## config.mk

```make
export PLATFORM = sky130hd
export DESIGN_NAME = spi_cfg_ctrl
export DESIGN_NICKNAME = d
export VERILOG_FILES = /design/src/rtl/spi_cfg_pkg.sv /design/src/rtl/spi_byte_timeout.sv /design/src/rtl/spi_cfg_ctrl.sv
export SDC_FILE = /design/constraint.sdc
export NUM_CORES = 1
export LEC_CHECK = 0
export CAP_MARGIN = 10
export CORE_MARGIN = 2
export CORE_UTILIZATION = 50
export DETAILED_ROUTE_END_ITERATION = 7
export GPL_TIMING_DRIVEN = 0
export HOLD_SLACK_MARGIN = 0.12
export PLACE_DENSITY = 0.78
export SLEW_MARGIN = 20
export SYNTH_ARGS = -nofsm -noshare
export SYNTH_HDL_FRONTEND = slang
export SYNTH_SLANG_ARGS = --single-unit
```

## constraint.sdc

```tcl
create_clock -name clk -period 5.2 [get_ports clk]
set_clock_uncertainty 0.15 [all_clocks]
set_input_delay 1.56 -clock clk [delete_from_list [all_inputs] [get_ports clk]]
set_output_delay 1.56 -clock clk [all_outputs]
set_load 0.01 [all_outputs]
```

## src/rtl/spi_cfg_pkg.sv

```systemverilog
// Shared definitions for the SPI configuration frame decoder.
// Contents: FSM state enum, default frame start marker, frame length,
// and the frame checksum helper.
package spi_cfg_pkg;

   typedef enum logic [1:0] {
      StIdle,
      StGetAddr,
      StGetData,
      StGetChk
   } cfg_state_e;

   localparam logic [7:0]  DefaultSyncByte = 8'hA5;
   localparam int unsigned FrameLen        = 4;  // SYNC, ADDR, DATA, CHK

   function automatic logic [7:0] frame_chk(input logic [7:0] sync_byte,
                                            input logic [7:0] addr,
                                            input logic [7:0] data);
      return sync_byte ^ addr ^ data;
   endfunction

endpackage

```

## src/rtl/spi_byte_timeout.sv

```systemverilog
// Inter-byte watchdog for the configuration frame decoder.
// Ports:
//   clk, rst  - system clock, synchronous active-high reset
//   clear     - restart the count (a byte was received)
//   enable    - count only while a frame is in progress; held at zero otherwise
//   expired   - high once TIMEOUT_CYC cycles have passed without a clear
module spi_byte_timeout #(
   parameter int unsigned TIMEOUT_CYC = 50000
) (
   input  logic clk,
   input  logic rst,
   input  logic clear,
   input  logic enable,
   output logic expired
);

   localparam int unsigned CntW = (TIMEOUT_CYC < 1) ? 1 : $clog2(TIMEOUT_CYC + 1);
   localparam logic [CntW-1:0] CntMax = CntW'(TIMEOUT_CYC);

   logic [CntW-1:0] cnt_q;

   always_ff @(posedge clk) begin
      if (rst || clear || !enable) begin
         cnt_q <= '0;
      end else if (cnt_q != CntMax) begin
         cnt_q <= cnt_q + 1'b1;
      end
   end

   assign expired = enable && (cnt_q == CntMax);

endmodule

```

## src/rtl/spi_cfg_ctrl.sv

```systemverilog
// Configuration register bank written by SPI frames SYNC, ADDR, DATA, CHK
// with CHK = SYNC ^ ADDR ^ DATA.
// Ports:
//   clk, rst          - system clock, synchronous active-high reset
//   byte_valid        - one-cycle strobe qualifying byte_data
//   byte_data         - received byte
//   frame_active      - synchronized chip-select active level
//   cfg_regs          - flattened register bank, register i at [8i+7:8i]
//   cfg_upd           - one-cycle pulse after a register write
//   cfg_addr          - index of the last register written
//   err_cnt           - saturating count of rejected frames
//   busy              - FSM is not idle
module spi_cfg_ctrl
   import spi_cfg_pkg::*;
#(
   parameter logic [7:0]  SYNC_BYTE   = DefaultSyncByte,
   parameter int unsigned NUM_REGS    = 8,
   parameter int unsigned TIMEOUT_CYC = 50000
) (
   input  logic                  clk,
   input  logic                  rst,
   input  logic                  byte_valid,
   input  logic [7:0]            byte_data,
   input  logic                  frame_active,
   output logic [8*NUM_REGS-1:0] cfg_regs,
   output logic                  cfg_upd,
   output logic [2:0]            cfg_addr,
   output logic [7:0]            err_cnt,
   output logic                  busy
);

   cfg_state_e state_q, state_d;
   logic [2:0] addr_q, addr_d;
   logic [7:0] data_q, data_d;
   logic [NUM_REGS-1:0][7:0] regs_q;
   logic       upd_q;
   logic [2:0] cfg_addr_q;
   logic [7:0] err_cnt_q;
   logic       expired;
   logic       abort;
   logic       addr_ok;
   logic       err_inc;
   logic       wr_en;

   spi_byte_timeout #(
      .TIMEOUT_CYC (TIMEOUT_CYC)
   ) u_timeout (
      .clk     (clk),
      .rst     (rst),
      .clear   (byte_valid),
      .enable  (state_q != StIdle),
      .expired (expired)
   );

   assign addr_ok = (byte_data[7:3] == 5'd0) && (32'(byte_data) < NUM_REGS);
   // Abort wins over any byte arriving in the same cycle.
   assign abort   = (state_q != StIdle) && (!frame_active || expired);

   always_comb begin
      state_d = state_q;
      addr_d  = addr_q;
      data_d  = data_q;
      err_inc = 1'b0;
      wr_en   = 1'b0;
      if (abort) begin
         state_d = StIdle;
         err_inc = 1'b1;
      end else if (byte_valid) begin
         unique case (state_q)
            StIdle: begin
               // A SYNC seen while chip-select is inactive is line noise.
               if (frame_active && byte_data == SYNC_BYTE) state_d = StGetAddr;
            end
            StGetAddr: begin
               if (addr_ok) begin
                  addr_d  = byte_data[2:0];
                  state_d = StGetData;
               end else begin
                  state_d = StIdle;
                  err_inc = 1'b1;
               end
            end
            StGetData: begin
               data_d  = byte_data;
               state_d = StGetChk;
            end
            StGetChk: begin
               state_d = StIdle;
               if (byte_data == frame_chk(SYNC_BYTE, {5'd0, addr_q}, data_q)) begin
                  wr_en = 1'b1;
               end else begin
                  err_inc = 1'b1;
               end
            end
            default: state_d = StIdle;
         endcase
      end
   end

   always_ff @(posedge clk) begin
      if (rst) begin
         state_q    <= StIdle;
         addr_q     <= '0;
         data_q     <= '0;
         regs_q     <= '0;
         upd_q      <= 1'b0;
         cfg_addr_q <= '0;
         err_cnt_q  <= '0;
      end else begin
         state_q <= state_d;
         addr_q  <= addr_d;
         data_q  <= data_d;
         upd_q   <= wr_en;
         if (wr_en) cfg_addr_q <= addr_q;
         for (int i = 0; i < NUM_REGS; i++) begin
            if (wr_en && addr_q == 3'(i)) regs_q[i] <= data_q;
         end
         if (err_inc && err_cnt_q != 8'hFF) err_cnt_q <= err_cnt_q + 8'd1;
      end
   end

   assign cfg_regs = regs_q;
   assign cfg_upd  = upd_q;
   assign cfg_addr = cfg_addr_q;
   assign err_cnt  = err_cnt_q;
   assign busy     = (state_q != StIdle);

endmodule
```

; ---- After elaboration in Yosys (flattened, before gate mapping)
; Index checks and enable logic that the tools add are counted.
[totals]
regBits = 105
input_bits = 12
out_inout_bits = 77
wordCells = 75
[op_classes]
n_addsub = 2
magnitude_cmp = 1
eq_ne = 16
mux = 12
bitwise = 3
n_reduce_logical = 26
[ops]
columns = op, count
row1 = "16-bit by 1-bit adder with 16-bit output, second input constant", 1
row2 = "16-bit == test, second input constant", 1
row3 = "16-bit inequality test, second input constant", 1
row4 = 1-bit logical AND, 13
row5 = "3-bit == test, second input constant", 4
row6 = "8-bit by 1-bit adder with 8-bit output, second input constant", 1
row7 = 8-bit == test, 1
row8 = "8-bit == test, second input constant", 1
row9 = "8-bit by 4-bit less-than comparator with 1-bit output, second input constant", 1
row10 = 1-bit 2-to-1 mux, 8
row11 = "8-bit inequality test, second input constant", 1
row12 = 2-bit case mux with 4 select lines, 1
row13 = 8-bit XOR, 1
row14 = "3-bit by 2-bit == test with 1-bit output, second input constant", 2
row15 = 5-bit logical NOT, 1
row16 = "2-bit == test, second input constant", 2
row17 = 2-bit 2-to-1 mux, 2
row18 = 2-bit inverter with 4-bit output, 1
row19 = 4-bit AND reduction, 1
row20 = "3-bit by 1-bit == test with 1-bit output, second input constant", 1
row21 = 3-bit logical NOT, 1
row22 = 1-bit logical OR, 3
row23 = 3-bit AND reduction, 1
row24 = "2-bit by 1-bit == test with 1-bit output, second input constant", 1
row25 = 8 further kinds, 9

; ---- Depth between registers and ports, before layout
; Gate-level depths: netlist (run 1).
[logic_depth]
ltp_word = 8
mapped_depth = 10
depth_no_buf = 8

; ---- Cells and area by module
; A second synthesis (run 1) with hierarchy kept.
[hier_totals]
cells_unflattened = 469
hier_area_um2 = 4668.2
[modules_own_cells]
columns = module, n_inst, cells_each, area_each_um2
row1 = spi_cfg_ctrl, 1, 374, 3837.4
row2 = spi_byte_timeout, 1, 95, 830.8

; ---- Least setup slack after synthesis (run 1)
; No wires, ideal clock.
[synth_path]
path_type = in2reg
startpoint = input port byte_data[1]
endpoint = register regs_q, in the netlist cfg_regs[10]
arrival_ns = 3.427
t_required_ns = 4.922
setup_slack_ns = 1.496
cell_stages = 7
path_cell_list = xor3_1 > or3_4 > nor4_4 > or4b_1 > buf_6 > mux2i_1 > nor2_1
[synth_via]
elab_chain_len = 6
[synth_rtl]
columns = item, line_no
row1 = start: declaration, spi_cfg_ctrl.sv:23  ; input logic [7:0] byte_data,
row2 = 8-bit == test, spi_cfg_ctrl.sv:89  ; if (byte_data == frame_chk(SYNC_BYTE, {5'd0, addr_q}, data_q)) begin
row3 = 1-bit 2-to-1 mux, spi_cfg_ctrl.sv:89
row4 = 1-bit 2-to-1 mux, spi_cfg_ctrl.sv:69  ; unique case (state_q)
row5 = 1-bit 2-to-1 mux, spi_cfg_ctrl.sv:68  ; end else if (byte_valid) begin
row6 = 1-bit 2-to-1 mux, spi_cfg_ctrl.sv:65  ; if (abort) begin
row7 = 1-bit logical AND, spi_cfg_ctrl.sv:116  ; if (wr_en && addr_q == 3'(i)) regs_q[i] <= data_q;
row8 = end signal: indexed assignment, spi_cfg_ctrl.sv:116
row9 = end: declaration, spi_cfg_ctrl.sv:35  ; logic [NUM_REGS-1:0][7:0] regs_q;
; No other way between the ends.
; A chain may end at the register's enable or synchronous reset.

; ---- Final worst setup path (run 1)
[layout_path]
startpoint = input port byte_data[1]
endpoint = register regs_q, in the netlist cfg_regs[12]
; The elaborated chain is that of the path after synthesis.

==> results of run 1 <==
[area by class of cell]
| class | count | share of cell area (%) |
|---|---|---|
| tap | 108 | 2.44 |
| buffer | 29 | 2.58 |
| clock inverter | 6 | 0.927 |
| inverter | 8 | 0.542 |
| multi-input combinational | 308 | 37.6 |
| timing repair buffer | 87 | 15.7 |
| clock buffer | 9 | 2.24 |
| sequential | 105 | 38.0 |
[power by group through the flow]
| stage | sequential (mW) | clock [mW] | combinational, mW |
|---|---|---|---|
| after floorplan | 0.822 | 0 | 0.0159 |
| after global placement | 0.822 | 0 | 0.0323 |
| after detailed placement | 0.822 | 0 | 0.0328 |
| after CTS | 0.804 | 0.475 | 0.0329 |
| after global routing | 0.804 | 0.502 | 0.0354 |
| final | 0.803 | 0.463 | 0.0328 |
[per-layer routing]
| metal | up-vias | wire, um | GRT usage, % | share of wire [%] |
|---|---|---|---|---|
| li1 | 1740 | - | - | - |
| met1 | 1631 | 4510 | 26.6 | 45 |
| met2 | 75 | 4910 | 37.3 | 49 |
| met3 | 6 | 458 | 3.74 | 4.6 |
| met4 | 0 | 67 | 6.52 | 0.67 |
| met5 | - | 0 | 0 | 0 |
[cells in the final DEF (no fill, tap or decap), types with 11 or more instances in the layout]
| master | Yosys | final |
|---|---|---|
| dfxtp_1 | 105 | 105 |
| nor2_1 | 96 | 96 |
| clkdlybuf4s50_1 | 0 | 87 |
| mux2i_1 | 76 | 76 |
| a21oi_1 | 17 | 17 |
| nand2_1 | 16 | 16 |
| clkbuf_1 | 14 | 14 |
| or3_1 | 13 | 13 |
| o21ai_0 | 13 | 13 |
| buf_2 | 12 | 12 |
| xor2_1 | 11 | 11 |
[sequential cells by signal (all words and copies together) (netlist names), named ones only]
signal and count:
cfg_upd 1, state_q 1, addr_q 3, u_timeout.cnt_q 16, cfg_addr 3, data_q 8, err_cnt 8, cfg_regs 64
[metrics by stage]
step | std cells | hold WS [ns] | utilization, % | worst slack [ns]
after detailed placement | 645 | 0.331 | 62.4 | 0.726
after global routing | 660 | 0.377 | 64.4 | 0.988
after global placement | 645 | 0.315 | 62.4 | 0.755
final | 660 | 0.343 | 64.4 | 1.13
after CTS | 660 | 0.346 | 64.4 | 1.14
after floorplan | 450 | 0.303 | - | 1.50
[worst max-delay path: stages]
cell	delay, ns
clkdlybuf4s50_1	0.55
xor3_1	0.26
or3_4	0.40
nor4_4	0.53
or4b_1	0.50
buf_6	0.17
mux2i_1	0.15
nor2_1	0.05
[worst max path at each step]
stage,from,to,slack (ns),cells past startpoint
after detailed placement,byte_data[2],cfg_regs[15]$_SDFFE_PP0P_,0.73,8
after global routing,byte_data[2],cfg_regs[4]$_SDFFE_PP0P_,0.99,8
final,byte_data[1],cfg_regs[12]$_SDFFE_PP0P_,1.13,8
after global placement,byte_data[1],cfg_regs[10]$_SDFFE_PP0P_,0.76,8
after floorplan,byte_data[1],cfg_regs[10]$_SDFFE_PP0P_,1.50,7
after CTS,byte_data[2],cfg_regs[9]$_SDFFE_PP0P_,1.14,8
[cells by family (layout without fill, tap and decap cells)]
logic type,after synthesis,count (layout),synth area share (%)
AO/OA/AOI/OAI,37,37,4.71
XOR/XNOR,18,18,4.60
adder cells (fa/ha/maj),3,3,0.862
buffers and inverters,37,139,3.96
flip-flops,105,105,48.3
multiplexers,76,76,17.5
AND/OR/NAND/NOR,174,174,20.1
==> out/qor.yml, run 1 <==
hold_viol: 0
yosysMostFrequentCell: "dfxtp_1"
drcViolationCount: 0
clock.fmax_mhz: 246
post-route-min-period_ns: 4.07
cp_max_fo: 9
start_kind: "primary input"
p_switching_uw: 305
antennaDiodeCount: 0
peakVddDrop_mv: 0.164
critPathKind: "in2reg"
powerDensity_mw_per_mm2: 235
dp.final_hpwl_um: 7190
grt_max_degree: 19
track_usage_pct: 21.2
place_area_mm2: 0.00536
tightest_slew_ns: 0.857
cts.clk_slew.worst_paths_ns: 0.10
seqCellArea_mm2: 0.00210
status: "finished, final reports clean"
initial_core_util_pct: 50.7
cts_root_buf: "clkbuf_8"
ant_nets: 0
grt_pass1_vias: 3404
rsz0062_at_grt: "no"
synth_largest_area_cell: "dfxtp_1"
holdBufCountCts: 0
grt_pass1_wl_um: 16400
yosys_warnings: 0
required_ns: 5.30
io_buffers: 87
ys.flop_type: "dfxtp_1"
yosysSeqAreaShare_pct: 48.3
setup-tns-final_ns: 0
postLayoutCellArea_mm2: 0.00554
worstSkewPairLatency_ns: 0.36
synthesis.area_mm2: 0.00436
p_sw_share_pct: 23.5
cts_tree: "done"
power.leakage_nw: 2.15
antenna_found_initial: 0
p_total_mw: 1.30
final.fill_count: 733
dieArea_mm2: 0.00947
nets: 563
r2r_slack_ns: 2.17
hold_path_class: "reg2reg"
timing.rr.end: "cfg_regs[12]$_SDFFE_PP0P_"
grt-ovfl-total: 0
p_clk_share_pct: 35.6
ys_top_cells_by_area: "dfxtp_1, mux2i_1, nor2_1"
synthTopCellsByCount: "dfxtp_1, nor2_1, mux2i_1, a21oi_1, nand2_1"
rows: 34
cts_resized: 0
avgSynthCellArea_um2: 9.68
dr.pass1.iters: 4
setup_viol: 0
r2r-start: "data_q[1]$_SDFFE_PP0P_"
synthArstFlopShare_pct: 0
synth_nets: 465
htree_levels: 3
slew_headroom_pct: 42.7
synth_edf_count: 0
seq_power_share_pct: 61.9
clock_sinks: 105
yosysUniqueCellTypes: 42
drv_cap: 0
wirelength_um: 9940
via_count: 3452
wl_per_cell_um: 15.1
syn_inst: 450
yosys_register_bits: 105
drtIter0Drc: 120
die_width_um: 97.3
drive_gt1_share_pct: 7.25
multi_input_area_mm2: 0.00208
yosysTopAreaCellShare_pct: 48.3
post-route-period-util_pct: 78.3
worst_r2r_path_depth: 8
whs_path_depth: 2
routed_via_density: 5.23
core_mm2: 0.00859
place_congestion: 0.825
cp-end-kind: "flip-flop"
internal_power_uw: 994
fp.dieH_um: 97.3
post-cts-setup-buffers: 0
power_frac_comb_pct: 2.5
cp.arrival_ns: 4.18
holdPathEnd: "u_timeout.cnt_q[15]$_SDFFE_PP0N_"
slew_viol_final: 0
clockBufferDepth: 2
io_pins: 89
areaGrowthSynthToFinish_pct: 27.1
cts_buffers: 9
min_from: "u_timeout.cnt_q[15]$_SDFFE_PP0N_"
Power figures use the tool's default switching activity.
==> run 2, diff against run 1 <==
Settings changed: CORE_UTILIZATION 50 to 46, PLACE_DENSITY 0.78 to 0.76.
Clock period 5.2 ns to 3.7 ns, I/O delays scaled along.
==> run 2 against run 1 <==
Net effect: clock-buffer cell count stayed put; setup slack worse by 1.0 ns; largest power group unchanged; largest cell class unchanged; combinational power is 43% higher; worst hold slack better by 0.012 ns; critical path depth stayed put; via count is 2.0% higher; global-route usage is 0.56 points lower; critical path type unchanged.
==> out/qor.yml, run 2 (synthesized netlist as in run 1, its figures left out) <==
status: "finished, final reports clean"
dp.final_hpwl_um: 7450  # +3.5%
path_cells: "clkdlybuf4s50_1 > xor3_1 > or3_4 > nor4_4 > nor4b_2 > buf_2 > mux2i_1 > nor2_1"
holdBufCountCts: 0  # unchanged
grt_pass1_wl_um: 16700  # +2.0%
slew_headroom_pct: 43.7  # +1.0 points
r2r_slack_ns: 0.76  # -1.41 ns
clockBufferDepth: 2  # unchanged
start_kind: "primary input"
grt-ovfl-total: 0  # unchanged
grt_max_degree: 22  # +3
mostFrequentLayoutCells: "dfxtp_1, nor2_1, clkdlybuf4s50_1, mux2i_1, a21oi_1"
final_common_cell: "dfxtp_1"
core_mm2: 0.00920  # +7.0%
p_total_mw: 1.88  # +45%
track_usage_pct: 20.6  # -0.56 points
powerDensity_mw_per_mm2: 338  # +44%
wirelength_um: 10200  # +2.6%
p_switching_uw: 468  # +53%
hold_viol: 0  # unchanged
cp-endpoint: "cfg_regs[6]$_SDFFE_PP0P_"
crit_family: "simple AND/OR/NAND/NOR gates"
seq_power_share_pct: 59.9  # -2.0 points
largest_reg_flops: 64  # unchanged
via_count: 3522  # +2.0%
htree_levels: 3  # unchanged
hold_path_class: "reg2reg"
ant_nets: 0  # unchanged
io_pins: 89  # unchanged
place_inst: 648  # +0.47%
antenna_found_initial: 0  # unchanged
worstSkewPairLatency_ns: 0.37  # about the same
io_buffers: 87  # unchanged
post-route-min-period_ns: 3.58
crit_cells: 8  # unchanged
clock_sinks: 105  # unchanged
place_area_mm2: 0.00537  # about the same
r2r-start: "data_q[1]$_SDFFE_PP0P_"
setup-tns-final_ns: 0  # unchanged
dieArea_mm2: 0.0103  # +8.3%
timing.rr.end: "cfg_regs[6]$_SDFFE_PP0P_"
cts_buffers: 9  # unchanged
place_congestion: 0.813  # -1.5%
initial_core_util_pct: 47.4  # -3.3 points
p_clk_share_pct: 37.6  # +2.0 points
post-route-period-util_pct: 96.7
cts_tree: "done"
cp-end-kind: "flip-flop"
cts_resized: 0  # unchanged
required_ns: 3.81  # -1.49 ns
peakVddDrop_mv: 0.196  # +20%
postLayoutCellArea_mm2: 0.00557  # +0.61%
cp_max_fo: 9  # unchanged
p_sw_share_pct: 24.8  # +1.3 points
clock.fmax_mhz: 280
tightest_slew_ns: 0.842  # -0.0150 ns
slew_viol_final: 0  # unchanged
post-cts-setup-buffers: 0  # unchanged
rsz0062_at_grt: "no"
finish.utilization_pct: 60.6  # -3.9 points
cp_slowest_cell: "clkdlybuf4s50_1"
rows: 35  # +2.9%
dr.pass1.iters: 6  # +2
drive_gt1_share_pct: 7.41  # +0.17 points
routed_via_density: 5.30  # +1.4%
nets: 563  # unchanged
power_frac_comb_pct: 2.5  # about the same
fp.dieH_um: 101  # +4.1%
critPathKind: "in2reg"
antennaDiodeCount: 0  # unchanged
slowest_delay_ns: 0.58  # +0.03 ns
cts_root_buf: "clkbuf_8"
cp-startpoint: "byte_data[1]"
internal_power_mw: 1.42  # +43%
drv_cap: 0  # unchanged
die_width_um: 101  # +4.1%
setup_viol: 0  # unchanged
worst_r2r_path_depth: 8  # unchanged
layout.cells.non_filler: 664  # +0.61%
grt_pass1_vias: 3439  # +1.0%
wl_per_cell_um: 15.4  # +2.0%
cp.arrival_ns: 3.69  # -0.49 ns
critPathBufInv: 2  # unchanged
areaGrowthSynthToFinish_pct: 27.9
cts.clk_slew.worst_paths_ns: 0.11  # about the same
power.leakage_nw: 2.17  # +1.1%
drcViolationCount: 0  # unchanged
drtIter0Drc: 235  # +96%
-- run 2: cell types whose count changed in the layout (fill, tap and decap cells not counted), sizes merged --
cell	before	now
clkinv	0	4
clkinvlp	3	0
-- run 2: cell type report --
cell class                      instances  area [um2]
Clock buffer                            9         124
Timing Repair Buffer                   87         871
Clock inverter                          7        81.3
Fill cell                             792        3630
Inverter                                8        30.0
Sequential cell                       105        2100
Multi-Input combinational cell        308        2080
Tap cell                              111         139
Buffer                                 29         143
-- run 2: worst min path at each step --
stage / slack [ns] / startpoint / endpoint / cells past startpoint
global placement: 0.31 / u_timeout.cnt_q[15]$_SDFFE_PP0N_ / u_timeout.cnt_q[15]$_SDFFE_PP0N_ / 2
CTS: 0.36 / u_timeout.cnt_q[6]$_SDFFE_PP0N_ / u_timeout.cnt_q[6]$_SDFFE_PP0N_ / 2
global route: 0.38 / err_cnt[6]$_SDFFE_PP0P_ / err_cnt[6]$_SDFFE_PP0P_ / 2
finish: 0.36 / cfg_regs[5]$_SDFFE_PP0P_ / cfg_regs[5]$_SDFFE_PP0P_ / 2
floorplan: 0.30 / u_timeout.cnt_q[15]$_SDFFE_PP0N_ / u_timeout.cnt_q[15]$_SDFFE_PP0N_ / 2
detailed placement: 0.33 / cfg_regs[22]$_SDFFE_PP0P_ / cfg_regs[22]$_SDFFE_PP0P_ / 2
-- run 2: stage by stage --
| step | hold slack (ns) | setup slack [ns] |
|---|---|---|
| 2_1_floorplan | 0.303 | 0.446 |
| 5_1_grt | 0.382 | 0.00417 |
| 3_3_place_gp | 0.315 | -0.299 |
| 3_5_place_dp | 0.333 | -0.360 |
| 4_1_cts | 0.360 | 0.0455 |
| 6_report | 0.356 | 0.123 |
-- run 2: worst register-to-register path, stage by stage (launching register included) --
cell and delay [ns]:
dfxtp_1 0.32, buf_2 0.25, xor3_1 0.37, or3_4 0.41, nor4_4 0.43, nor4b_2 0.31
buf_2 0.30, mux2i_1 0.23, nor2_1 0.05
-- run 2: per-layer routing --
layer  global-route usage, %  wire length [um]  up-vias
met5                       0                 0        -
met4                    5.41               114        0
met3                    4.55               519        8
met2                    36.1              5180      100
met1                    25.8              4390     1659
li1                        -                 -     1755
-- run 2: power groups by stage --
stage | Combinational (mW) | Clock, mW | Sequential (mW)
final | 0.0470 | 0.708 | 1.13
after CTS | 0.0469 | 0.724 | 1.13
after detailed placement | 0.0468 | 0 | 1.16
after global routing | 0.0508 | 0.770 | 1.13
after floorplan | 0.0223 | 0 | 1.16
after global placement | 0.0460 | 0 | 1.16
